**src/rtl/ctrl_pkg.sv**
```systemverilog
// ctrl_pkg: shared encodings for the multicycle control path -- FSM states,
// opcodes, ALUOp codes, alu_control codes and datapath mux selects.
// The ALU consumes the same ALU_* codes that alu_decoder produces.
package ctrl_pkg;

    typedef enum logic [3:0] {
        S_FETCH    = 4'd0,
        S_DECODE   = 4'd1,
        S_MEMADR   = 4'd2,
        S_MEMREAD  = 4'd3,
        S_MEMWB    = 4'd4,
        S_MEMWRITE = 4'd5,
        S_EXECUTER = 4'd6,
        S_EXECUTEI = 4'd7,
        S_ALUWB    = 4'd8,
        S_BEQ      = 4'd9,
        S_JAL      = 4'd10,
        S_ERROR    = 4'd11
    } state_t;

    // Opcodes understood by the decoder
    localparam logic [6:0] OP_LOAD   = 7'b0000011;
    localparam logic [6:0] OP_STORE  = 7'b0100011;
    localparam logic [6:0] OP_RTYPE  = 7'b0110011;
    localparam logic [6:0] OP_ITYPE  = 7'b0010011;
    localparam logic [6:0] OP_BRANCH = 7'b1100011;
    localparam logic [6:0] OP_JAL    = 7'b1101111;

    // ALUOp: what the FSM asks of the ALU decoder
    localparam logic [1:0] ALUOP_ADD   = 2'b00;
    localparam logic [1:0] ALUOP_SUB   = 2'b01;
    localparam logic [1:0] ALUOP_FUNCT = 2'b10;

    // alu_control codes, shared with the ALU
    localparam logic [2:0] ALU_ADD = 3'b000;
    localparam logic [2:0] ALU_SUB = 3'b001;
    localparam logic [2:0] ALU_AND = 3'b010;
    localparam logic [2:0] ALU_OR  = 3'b011;
    localparam logic [2:0] ALU_SLT = 3'b101;

    // Immediate formats
    localparam logic [1:0] IMM_I = 2'b00;
    localparam logic [1:0] IMM_S = 2'b01;
    localparam logic [1:0] IMM_B = 2'b10;
    localparam logic [1:0] IMM_J = 2'b11;

    // Result mux selects
    localparam logic [1:0] RES_ALUOUT    = 2'b00;
    localparam logic [1:0] RES_DATA      = 2'b01;
    localparam logic [1:0] RES_ALURESULT = 2'b10;

    // ALU operand A selects
    localparam logic [1:0] SRCA_PC    = 2'b00;
    localparam logic [1:0] SRCA_OLDPC = 2'b01;
    localparam logic [1:0] SRCA_RD1   = 2'b10;

    // ALU operand B selects
    localparam logic [1:0] SRCB_RD2  = 2'b00;
    localparam logic [1:0] SRCB_IMM  = 2'b01;
    localparam logic [1:0] SRCB_FOUR = 2'b10;

    // funct3 values the ALU can execute for R/I-type arithmetic
    function automatic logic funct3_supported(input logic [2:0] f3);
        return (f3 == 3'b000) || (f3 == 3'b010) || (f3 == 3'b110) || (f3 == 3'b111);
    endfunction

endpackage

```
**src/rtl/alu_decoder.sv**
```systemverilog
// alu_decoder: combinational translation of ALUOp plus instruction fields
// into the ALU operation code.
module alu_decoder
    import ctrl_pkg::*;
(
    input  logic [1:0] alu_op_i,
    input  logic [2:0] funct3_i,
    input  logic       op5_i,
    input  logic       funct7b5_i,
    output logic [2:0] alu_control_o
);

    // Select the ALU operation; sub only for R-type with bit 30 set
    always_comb begin
        alu_control_o = ALU_ADD;
        case (alu_op_i)
            ALUOP_ADD: alu_control_o = ALU_ADD;
            ALUOP_SUB: alu_control_o = ALU_SUB;
            ALUOP_FUNCT: begin
                case (funct3_i)
                    3'b000:  alu_control_o = (op5_i && funct7b5_i) ? ALU_SUB : ALU_ADD;
                    3'b010:  alu_control_o = ALU_SLT;
                    3'b110:  alu_control_o = ALU_OR;
                    3'b111:  alu_control_o = ALU_AND;
                    default: alu_control_o = ALU_ADD;
                endcase
            end
            default: alu_control_o = ALU_ADD;
        endcase
    end

endmodule

```
**src/rtl/multicycle_control.sv**
```systemverilog
// multicycle_control: main FSM of a multicycle RISC-V style datapath.
// Datapath selects are Moore decodes of the state; alu_control, imm_src
// and the branch part of pc_write also look at the instruction fields.
// Build option: define CTRL_JAL_EN to support jal; without it opcode
// 1101111 is treated as illegal.
module multicycle_control
    import ctrl_pkg::*;
(
    input  logic       clk,
    input  logic       reset_n,
    input  logic [6:0] op,
    input  logic [2:0] funct3,
    input  logic       funct7b5,
    input  logic       zero,
    output logic       pc_write,
    output logic       adr_src,
    output logic       mem_write,
    output logic       ir_write,
    output logic       reg_write,
    output logic       illegal,
    output logic [1:0] result_src,
    output logic [1:0] alu_src_a,
    output logic [1:0] alu_src_b,
    output logic [1:0] imm_src,
    output logic [2:0] alu_control
);

    state_t     state_q, state_d;
    logic       illegal_q;

    logic       pc_update;
    logic       branch;
    logic       ir_w;
    logic       reg_w;
    logic       mem_w;
    logic [1:0] alu_op;

    // Next-state selection
    always_comb begin
        state_d = state_q;
        case (state_q)
            S_FETCH:  state_d = S_DECODE;
            S_DECODE: begin
                case (op)
                    OP_LOAD,
                    OP_STORE:  state_d = S_MEMADR;
                    OP_RTYPE:  state_d = funct3_supported(funct3) ? S_EXECUTER : S_ERROR;
                    OP_ITYPE:  state_d = funct3_supported(funct3) ? S_EXECUTEI : S_ERROR;
                    OP_BRANCH: state_d = S_BEQ;
`ifdef CTRL_JAL_EN
                    OP_JAL:    state_d = S_JAL;
`endif
                    default:   state_d = S_ERROR;
                endcase
            end
            S_MEMADR:   state_d = (op == OP_LOAD) ? S_MEMREAD : S_MEMWRITE;
            S_MEMREAD:  state_d = S_MEMWB;
            S_EXECUTER,
            S_EXECUTEI: state_d = S_ALUWB;
`ifdef CTRL_JAL_EN
            S_JAL:      state_d = S_ALUWB;
`endif
            S_MEMWB,
            S_MEMWRITE,
            S_ALUWB,
            S_BEQ:      state_d = S_FETCH;
            S_ERROR:    state_d = S_ERROR;
            // Unused encodings are treated as a corrupted instruction
            default:    state_d = S_ERROR;
        endcase
    end

    // State register and sticky illegal flag; reset abandons any instruction
    always_ff @(posedge clk) begin
        if (!reset_n) begin
            state_q   <= S_FETCH;
            illegal_q <= 1'b0;
        end else begin
            state_q   <= state_d;
            illegal_q <= illegal_q | (state_d == S_ERROR);
        end
    end

    // Moore decode of the datapath controls for each state
    always_comb begin
        pc_update  = 1'b0;
        branch     = 1'b0;
        ir_w       = 1'b0;
        reg_w      = 1'b0;
        mem_w      = 1'b0;
        adr_src    = 1'b0;
        result_src = RES_ALUOUT;
        alu_src_a  = SRCA_PC;
        alu_src_b  = SRCB_RD2;
        alu_op     = ALUOP_ADD;
        case (state_q)
            S_FETCH: begin
                ir_w       = 1'b1;
                pc_update  = 1'b1;
                alu_src_b  = SRCB_FOUR;
                result_src = RES_ALURESULT;
            end
            S_DECODE: begin
                alu_src_a = SRCA_OLDPC;
                alu_src_b = SRCB_IMM;
            end
            S_MEMADR: begin
                alu_src_a = SRCA_RD1;
                alu_src_b = SRCB_IMM;
            end
            S_MEMREAD: begin
                adr_src = 1'b1;
            end
            S_MEMWB: begin
                result_src = RES_DATA;
                reg_w      = 1'b1;
            end
            S_MEMWRITE: begin
                adr_src = 1'b1;
                mem_w   = 1'b1;
            end
            S_EXECUTER: begin
                alu_src_a = SRCA_RD1;
                alu_src_b = SRCB_RD2;
                alu_op    = ALUOP_FUNCT;
            end
            S_EXECUTEI: begin
                alu_src_a = SRCA_RD1;
                alu_src_b = SRCB_IMM;
                alu_op    = ALUOP_FUNCT;
            end
            S_ALUWB: begin
                reg_w = 1'b1;
            end
            S_BEQ: begin
                alu_src_a = SRCA_RD1;
                alu_src_b = SRCB_RD2;
                alu_op    = ALUOP_SUB;
                branch    = 1'b1;
            end
`ifdef CTRL_JAL_EN
            S_JAL: begin
                alu_src_a = SRCA_OLDPC;
                alu_src_b = SRCB_FOUR;
                pc_update = 1'b1;
            end
`endif
            default: ;
        endcase
    end

    // Immediate format depends only on the opcode, in every state
    always_comb begin
        case (op)
            OP_LOAD,
            OP_ITYPE:  imm_src = IMM_I;
            OP_STORE:  imm_src = IMM_S;
            OP_BRANCH: imm_src = IMM_B;
            OP_JAL:    imm_src = IMM_J;
            default:   imm_src = IMM_I;
        endcase
    end

    alu_decoder u_alu_decoder (
        .alu_op_i      (alu_op),
        .funct3_i      (funct3),
        .op5_i         (op[5]),
        .funct7b5_i    (funct7b5),
        .alu_control_o (alu_control)
    );

    // Write enables are held off while reset is asserted; zero only matters in BEQ
    assign pc_write  = reset_n & (pc_update | (branch & zero));
    assign ir_write  = reset_n & ir_w;
    assign reg_write = reset_n & reg_w;
    assign mem_write = reset_n & mem_w;
    assign illegal   = illegal_q;

endmodule
```
**config.mk**
```make
export PLATFORM = sky130hd
export DESIGN_NAME = multicycle_control
export DESIGN_NICKNAME = d
export VERILOG_FILES = /design/src/rtl/ctrl_pkg.sv /design/src/rtl/alu_decoder.sv /design/src/rtl/multicycle_control.sv
export SDC_FILE = /design/constraint.sdc
export NUM_CORES = 1
export LEC_CHECK = 0
export CORE_AREA = 2 2 45 47
export DETAILED_ROUTE_END_ITERATION = 16
export DIE_AREA = 0 0 47 49
export PLACE_DENSITY = 0.76
export SYNTH_ARGS = -nofsm -noshare
export SYNTH_HDL_FRONTEND = slang
export SYNTH_SLANG_ARGS = --single-unit
export TNS_END_PERCENT = 100
```
**constraint.sdc**
```tcl
create_clock -name clk -period 2 [get_ports clk]
set_clock_uncertainty 0.2 [all_clocks]
set_input_delay 0.6 -clock clk [delete_from_list [all_inputs] [get_ports clk]]
set_output_delay 0.6 -clock clk [all_outputs]
set_load 0.02 [all_outputs]
```
==> results.md <==
Floorplanning:
- The initialized floorplan defines 16 standard-cell rows.
- The floorplan step set the die width to 47 µm.
- Measured along the y axis, the die boundary spans 49 µm.
- Once the floorplan was initialized, standard cells occupied 32.3% of the core.
- After floorplanning, the core was sized to cover 1840 µm².
- The boundary pin count is 31.
- The floorplan step defined a die boundary enclosing 2300 µm².

Clock tree:
- The clock transition time at the flip-flop clock pins of the worst setup and hold paths is 0.04 ns.
- At the later pin of the worst-skew pair, clock insertion delay measures 0.24 ns.
- The H-tree depth is 1.
- Counting the buffers created by CTS gives 3.
- After clock tree synthesis, the flow added hold-fix buffers numbering 0.
- The buffer cell driving the clock tree root is clkbuf_4.
- The CTS sink count is 5.
- The largest buffer count on any clock path is 2.
- TritonCTS built the clock tree.

Routing:
- In the final routed layout, each cell accounts on average for 13.8 µm.
- The amount of wire on met3 after detailed routing is 110 µm.
- The count of antenna-violating nets left after detailed routing is 0.
- The initial DRC count is 25.
- The ratio of routed vias to standard cells is 5.17.
- The aggregate routed wire length is 2.37 mm.
- The detailed router placed 889 vias in this run.
- The routed length on met1 is 877 µm.
- The first TritonRoute pass finished after 4 iterations.
- Summed over all nets, wire length on met2 after detailed routing comes to 1.33 mm.
- The DRC violation count after routing is 0.
- The topmost layer with routed signal wires is met4.

Critical path:
- At the worst endpoint, the arrival time is 1.54 ns.
- The kind of capture point of the worst setup path is an output port.
- The critical path is of the in -> out type.
- Along the worst path, the maximum fanout reaches 3.
- Counting cells, the worst reg-to-reg path comes to 7.
- The startpoint identified for the worst register-to-register timing path is state_q[1].
- Across all register-to-register paths, the minimum setup slack is 0.20 ns.
- The category of the worst setup path launch point is a primary input.
- The critical register-to-register path endpoint is state_q[2].
- For the worst setup path, the data required time is 1.20 ns.

Min path:
- The path category of the worst min-delay check is reg -> reg.
- The path with the worst hold slack has its endpoint at illegal.
- The worst hold path begins at illegal.
- The cell depth of the worst hold path is 1.

Finish:
- The area added between synthesis and finish is 132%.
- Excluding fillers, the count of instances in the completed layout stands at 172.
- The number of antenna diodes in the final layout is 0.
- The most common cell after layout, fill and taps aside is buf_4.
- In the layout the commonest cells are buf_4 (30), buf_6 (19), nor2_1 (8).
- The filler cell count is 138.
- The total number of nets in the final design is 162.
- The fraction of layout instances using a drive strength above 1 is 60.7%.
- Measured on the finished design, the core utilization comes to 74.9%.

Synthesis:
- Yosys mapped a number of flops with a built-in enable equal to 0.
- The synthesized netlist contains 31 unique library cells.
- The number of instances in the synthesized netlist is 84.
- A synthesized cell averages 7.08 µm².
- In the synthesized netlist the async set-or-reset flop fraction comes to 0%.
- After synthesis the cells add up to 594 µm².
- The flop and latch count out of synthesis is 5.
- The most instantiated flip-flop cell in the synthesis netlist is dfxtp_1.
- Yosys printed 0 warnings.
- The total nets after synthesis is 100.
- The sequential cell area fraction in the yosys report is 16.8%.

Job:
- The tool flagged a number of max-cap violations equal to 0.

Pwr:
- The total power per unit cell area is 1280 nW/µm².
- The peak supply drop is 0.652 mV.
- The cell leakage power is 0.624 nW.
- The design draws 1.76 mW.

Global route:
- The total overflow left after global routing is 0.
- The via count of the first global-routing pass came to 876.
- In the global route stage, overall resource usage came out at 22.7%.
- The first global-routing pass estimated 3.84 mm of wire.
- The number of antenna violations at the first check in global routing was 0.
- The maximum number of pins on one net before global-route repair is 13.

Placed design:
- After detailed placement, the design holds a cell count of 162.
- Summed over all nets, the half-perimeter wirelength after detailed placement is 1.63 mm.
- The worst slack at placement is -1.01 ns.
- The weighted congestion at the end of routability-driven global placement is 0.771.
- The number of port buffers is 30.

STA:
- Timing would allow up to 428 MHz.
- The number of slew-limit violations in the final report is 0.
- The worst hold margin is 0.276 ns.
- The minimum clock period is 2.34 ns.
- For the pin with the worst max-slew slack, the measured transition is 0.298 ns.
- The worst setup slack after layout is -0.339 ns.
- The number of hold violations in the final report came to 0.
- The count of endpoints failing setup in the final report is 15.
- Setup repair after global routing could not meet its margin everywhere.
- In this run the tightest slew margin relative to its limit is 80.0%.
- Dividing the final minimum period by the clock period gives 117%.

Run status:
- The run finished, with violations left.
- The final reports fail on setup timing.
[registers in the layout, summed over array words and instances (netlist names)]
signal   count
state_q      4
illegal      1
[how the worst max path moves through the flow]
stage                          start              to  slack [ns]  cells past startpoint
after global placement     funct3[2]  alu_control[0]       -0.96                      6
final                      funct3[2]  alu_control[0]       -0.34                      6
after global routing      state_q[2]  alu_control[1]       -0.39                      5
after CTS                 state_q[2]  alu_control[1]       -0.35                      5
after detailed placement   funct3[2]  alu_control[0]       -1.01                      6
after floorplan           state_q[2]  alu_control[1]       -0.15                      5
[layout make-up]
class | count | area, µm² | share of cell area, %
Tap cell | 27 | 33.8 | 2.45
Inverter | 7 | 26.3 | 1.91
Sequential cell | 5 | 106 | 7.71
Timing Repair Buffer | 62 | 557 | 40.4
Multi-Input combinational cell | 67 | 629 | 45.6
Clock buffer | 4 | 26.3 | 1.91
[cells in the mapped netlist (all sizes together), types with 3 or more instances]
cell	count	area share (%)
a21oi	5	4.2
and2	3	3.2
buf	3	2.5
dfxtp	5	17
inv	7	4.4
nand2	7	4.4
nand3	5	4.2
nor2	11	6.9
nor3	3	2.5
nor4	4	4.2
xnor2	4	5.9
[per-layer routing]
metal	global-route usage, %	up-vias
li1	-	426
met1	24.8	422
met2	41.1	37
met3	4.07	4
met4	8.33	0
met5	0	-
[what timing repair did]
| action | in CTS | in global routing |
|---|---|---|
| setup endpoints to repair | 19 | 17 |
| cloned | 1 | 0 |
| setup buffers | 4 | 2 |
| pin swaps | 17 | 13 |
| gates resized for setup | 144 | 14 |
[through the flow]
step | setup TNS, ns | instance area (µm²)
after floorplan | -0.439 | 716
after global placement | -11.45 | 1210
after detailed placement | -11.99 | 1210
after CTS | -2.67 | 1320
after global routing | -3.30 | 1380
final | -2.52 | 1380
[cell families (layout without fill, tap and decap cells)]
group                    after synthesis  after routing  synth area share, %
AND/OR/NAND/NOR                       42             42                 41.5
AO/OA/AOI/OAI                         19             19                 23.4
adder cells (fa/ha/maj)                2              2                 4.21
buffers and inverters                 12             73                 8.21
flip-flops                             5              5                 16.8
XOR/XNOR                               4              4                 5.89
[report_power, final]
part | internal, mW | switching [mW] | total (mW)
Combinational | 0.751 | 0.718 | 1.47
Clock | 0.0753 | 0.0392 | 0.114
Sequential | 0.150 | 0.0313 | 0.181
[worst max-delay path, stage by stage]
cell and delay [ns]:
dlygate4sd2_1 0.25, inv_1 0.08, a31o_4 0.25, a31oi_4 0.19, nor2_4 0.04, buf_6 0.12
Power figures use the tool's default switching activity.
